===== src/rtl/ones_accumulator.sv =====
// ones_accumulator
//   Sums the per-word ones counts of a frame of 15-bit words. The upstream
//   15-input ones counter supplies one 4-bit count per word. When the last
//   word is accepted, the block compares the frame total with a threshold.
//
// Ports
//   clk        single clock, rising edge
//   rst        synchronous active-high reset
//   start      begin a frame (sampled only in IDLE)
//   frame_len  number of words in the frame (sampled with start)
//   threshold  compare value for the frame total (sampled with start)
//   in_valid   count carries a valid per-word ones count
//   count      ones count of one word, 0..15
//   in_ready   word accepted this cycle when in_valid is also high
//   busy       frame in progress (ACCUM or DONE)
//   done       one-cycle frame-complete pulse
//   total      accumulated ones of the current / last frame
//   above      total >= threshold for the last completed frame
module ones_accumulator #(
  parameter int LEN_W = 8,
  parameter int TOT_W = 12
) (
  input  logic             clk,
  input  logic             rst,
  input  logic             start,
  input  logic [LEN_W-1:0] frame_len,
  input  logic [TOT_W-1:0] threshold,
  input  logic             in_valid,
  input  logic [3:0]       count,
  output logic             in_ready,
  output logic             busy,
  output logic             done,
  output logic [TOT_W-1:0] total,
  output logic             above
);

  // A full frame of 15s must fit in total without wrapping.
  if (TOT_W < LEN_W + 4) begin : g_bad_width
    $error("ones_accumulator: TOT_W must be >= LEN_W + 4");
  end

  typedef enum logic [1:0] {
    IDLE  = 2'd0,
    ACCUM = 2'd1,
    DONE  = 2'd2
  } state_t;

  state_t           state;
  state_t           state_next;
  logic [LEN_W-1:0] remaining;
  logic [TOT_W-1:0] thr_q;
  logic             accept;
  logic             last_word;
  logic [TOT_W-1:0] total_sum;

  assign accept    = (state == ACCUM) && in_valid;
  assign last_word = accept && (remaining == LEN_W'(1));
  assign total_sum = total + TOT_W'(count);

  // NOTE: sequential state is assigned with <= so that every register
  // samples the values from before the edge, whatever the block order.
  always_ff @(posedge clk) begin
    if (rst) state <= IDLE;
    else     state <= state_next;
  end

  // NOTE: state_next is given a default before the case, so no path leaves
  // it unassigned and no latch is inferred.
  always_comb begin
    state_next = state;
    case (state)
      IDLE: begin
        if (start) state_next = (frame_len == '0) ? DONE : ACCUM;
      end
      ACCUM: begin
        if (last_word) state_next = DONE;
      end
      DONE:    state_next = IDLE;
      default: state_next = IDLE;
    endcase
  end

  always_ff @(posedge clk) begin
    if (rst) begin
      remaining <= '0;
      thr_q     <= '0;
      total     <= '0;
      above     <= 1'b0;
    end else begin
      case (state)
        IDLE: begin
          if (start) begin
            remaining <= frame_len;
            thr_q     <= threshold;
            total     <= '0;
            // An empty frame enters DONE on this same edge. Its compare is
            // 0 >= threshold, which is true only when threshold is zero.
            above     <= (frame_len == '0) && (threshold == '0);
          end
        end
        ACCUM: begin
          if (accept) begin
            total     <= total_sum;
            remaining <= remaining - LEN_W'(1);
            if (last_word) above <= (total_sum >= thr_q);
          end
        end
        default: ;
      endcase
    end
  end

  // All handshake and status outputs decode straight from the state register.
  assign in_ready = (state == ACCUM);
  assign busy     = (state != IDLE);
  assign done     = (state == DONE);

endmodule


===== config.mk =====
export PLATFORM = sky130hd
export DESIGN_NAME = ones_accumulator
export DESIGN_NICKNAME = d
export VERILOG_FILES = /design/src/rtl/ones_accumulator.sv
export SDC_FILE = /design/constraint.sdc
export NUM_CORES = 1
export LEC_CHECK = 0
export BUFFER_PORTS_ARGS = -buffer_cell sky130_fd_sc_hd__clkbuf_2
export CAP_MARGIN = 20
export CORE_AREA = 2 2 48 94
export DETAILED_ROUTE_END_ITERATION = 10
export DIE_AREA = 0 0 50 96
export GPL_TIMING_DRIVEN = 0
export MAX_ROUTING_LAYER = met4
export PLACE_DENSITY = 0.76
export SLEW_MARGIN = 20
export SYNTH_ARGS = -nofsm -noshare
export SYNTH_HDL_FRONTEND = slang
export SYNTH_SLANG_ARGS = --single-unit

===== constraint.sdc =====
create_clock -name clk -period 3.14 [get_ports clk]
set_clock_uncertainty 0.1 [all_clocks]
set_input_delay 0.157 -clock clk [delete_from_list [all_inputs] [get_ports clk]]
set_output_delay 0.157 -clock clk [all_outputs]
set_load 0.1 [all_outputs]

==> impl_metrics.yaml <==
run_status:
  status: "finished clean"
final_layout:
  mostFrequentLayoutCells: "clkbuf_2 (43), nand2_1 (39), dfxtp_1 (31)"
  fin_area_mm2: 0.00251
  layoutNonFillerInstCount: 374
  syn2layout_area_growth_pct: 18.7
  num_antenna_cells: 0
  drive_gt1_frac: 0.205
  final_common_cell: "clkbuf_2"
  nets: 368
setup_path:
  crit_arrival_ns: 2.95
  worstSetupPathType: "reg -> reg"
  end_kind: "register"
  critPathMaxFanout: 8
  critPathLaunchType: "register"
  required_ns: 3.24
hold_path:
  hold_class: "in -> reg"
power:
  swShare: 0.341
  irDropWorstVdd_mv: 0.359
  pwr-share-clk: 0.299
  p_int_w: 0.000786
  power_density_mw_per_mm2: 474
  sequentialPowerShare: 0.421
  leakagePower_nw: 1.10
  p_comb_frac: 0.280
  power.switching_w: 0.000406
grt:
  antenna_found_initial: 0
  grt_use_total: 0.253
  grt_pass1_vias: 2078
  grt_max_degree: 11
  grt_pass1_wl_um: 9000
  overflow: 0
yosys:
  synth_ff_type: "dfxtp_1"
  synth.distinct_cells: 41
  yosysSeqAreaShare: 0.331
  synthesis.area_mm2: 0.00212
  syn_area_per_cell_um2: 7.84
  synth-seq-cells: 35
  synth_edf_count: 0
  yosys_warnings: 0
  async_flop_share: 0
  synthCells: 270
  mappedNetlistNets: 317
die:
  core_mm2: 0.00409
  die_height_um: 96
  initial_core_util: 0.518
  num_rows: 33
  die_area_mm2: 0.00480
  num_io_pins: 44
  die_w_um: 50
route:
  vias_per_cell: 5.73
  drc: 0
  routedWlPerCell_um: 14.7
  first_iter_violations: 52
  dr.pass1.iters: 4
  wirelength_um: 5480
  vias: 2144
  ant_nets: 0
timing:
  fin_crit_sh: 0.909
  max_freq_mhz: 350
  drv_slew: 0
  tightest_slew_ns: 0.645
  hold_viol: 0
  setup_viol: 0
  rsz0062_at_grt: "false"
  period_minus_slack_ns: 2.85
  slew_headroom: 0.569
  setup_tns_ns: 0
clocking:
  cts_buffer_depth: 2
  cts_resized: 0
  path_clk_slew_ns: 0.07
  htree_levels: 2
  numCtsBuffers: 5
  clock-sinks: 35
  clock_latency_ns: 0.29
  cts_root_buf: "clkbuf_8"
  cts_tree: "built"
place:
  placed_cells: 365
  postPlaceCellArea_mm2: 0.00240
  dp_hpwl_um: 4320
  port_buffers: 43
  gp_congestion: 0.831
flow_run:
  drv_cap: 0
[per-stage QoR]
stage	power, W	utilization	hold WS [ns]	setup slack, ns
4_1_cts	0.00120	0.612	0.00833	0.157
2_1_floorplan	0.000751	-	0.193	0.0542
3_5_place_dp	0.000842	0.588	0.305	0.191
3_3_place_gp	0.000835	0.588	0.299	0.232
5_1_grt	0.00125	0.615	0.0116	0.0459
6_report	0.00119	0.615	0.0117	0.287
[path summary, 6_finish.rpt]
| kind | startpoint | end | slack [ns] | cells after the start |
|---|---|---|---|---|
| worst max register to register | total[0] | above | 0.29 | 11 |
| worst min-delay path | threshold[2] | thr_q[2] | 0.01 | 3 |
| worst max-delay path | total[0] | above | 0.29 | 11 |
| worst min register to register | thr_q[10] | thr_q[10] | 0.35 | 2 |
[power groups by stage]
stage / Sequential (W) / Combinational (W) / Clock (W)
5_1_grt: 0.000505 / 0.000365 / 0.000380
2_1_floorplan: 0.000533 / 0.000218 / 0
4_1_cts: 0.000501 / 0.000334 / 0.000363
6_report: 0.000502 / 0.000334 / 0.000357
3_5_place_dp: 0.000511 / 0.000331 / 0
3_3_place_gp: 0.000510 / 0.000325 / 0
[metal layers]
metal  vias up  routed length, um  GRT usage
li1       1062                  -          -
met1      1012               1970      0.229
met5         -                  0          -
met4         0                175      0.120
met2        57               3190      0.500
met3        13                151     0.0311
[final cells by class]
cell class / count / area, um^2
fill: 374 / 1570
multi-input combinational: 204 / 1290
timing repair buffer: 45 / 230
sequential: 35 / 706
clock buffer: 8 / 100
tap: 52 / 65.1
inverter: 19 / 71.3
buffer: 11 / 50.0
[Yosys cell counts, types with 2 or more instances]
master | count | area [um^2]
a211oi_1 | 3 | 22.5
a21o_1 | 5 | 37.5
a21oi_1 | 28 | 140
a221oi_1 | 2 | 17.5
a22o_1 | 2 | 17.5
a22oi_1 | 4 | 30.0
a31oi_1 | 5 | 31.3
a41oi_1 | 4 | 35.0
and3_1 | 2 | 12.5
buf_2 | 4 | 20.0
clkbuf_1 | 7 | 26.3
dfxtp_1 | 35 | 701
ha_1 | 18 | 225
inv_1 | 19 | 71.3
nand2_1 | 39 | 146
nand2b_1 | 3 | 18.8
nand3_1 | 13 | 65.1
nand3b_1 | 3 | 22.5
nand4_1 | 3 | 18.8
nor2_1 | 21 | 78.8
nor3_1 | 4 | 20.0
nor4_1 | 6 | 37.5
o21ai_0 | 13 | 65.1
o22ai_1 | 2 | 12.5
xnor2_1 | 6 | 52.6
xor2_1 | 4 | 35.0
[what timing repair did]
action                                  CTS  global route
hold buffers                              0             0
buffers inserted                          0             2
endpoints found under the setup margin    0             1
[worst max-delay path, stage by stage (launching register included)]
cell and delay (ns):
dfxtp_2 0.33, ha_1 0.20, fa_1 0.41, a21o_1 0.20
a21o_1 0.27, nand3_1 0.15, xnor2_1 0.10, ha_1 0.33
nand4_1 0.13, nor3_1 0.19, a21oi_1 0.09, a221oi_1 0.28
[flip-flops by register name, summed over array words and instances (netlist names)]
signal / flops
above: 1
remaining: 8
state: 2
thr_q: 12
total: 12
[kinds of logic (layout without fill, tap and decap cells)]
logic type | after synthesis | count (layout) | synth area share
and+or+nand+nor | 100 | 100 | 0.229
AOI/OAI and AO/OA | 75 | 75 | 0.224
DFF | 35 | 35 | 0.331
buffers and inverters | 31 | 83 | 0.0591
adders and majority gates | 19 | 19 | 0.116
xor gates and xnor gates | 10 | 10 | 0.0414
Note: power is estimated with default switching activity, not from simulation.
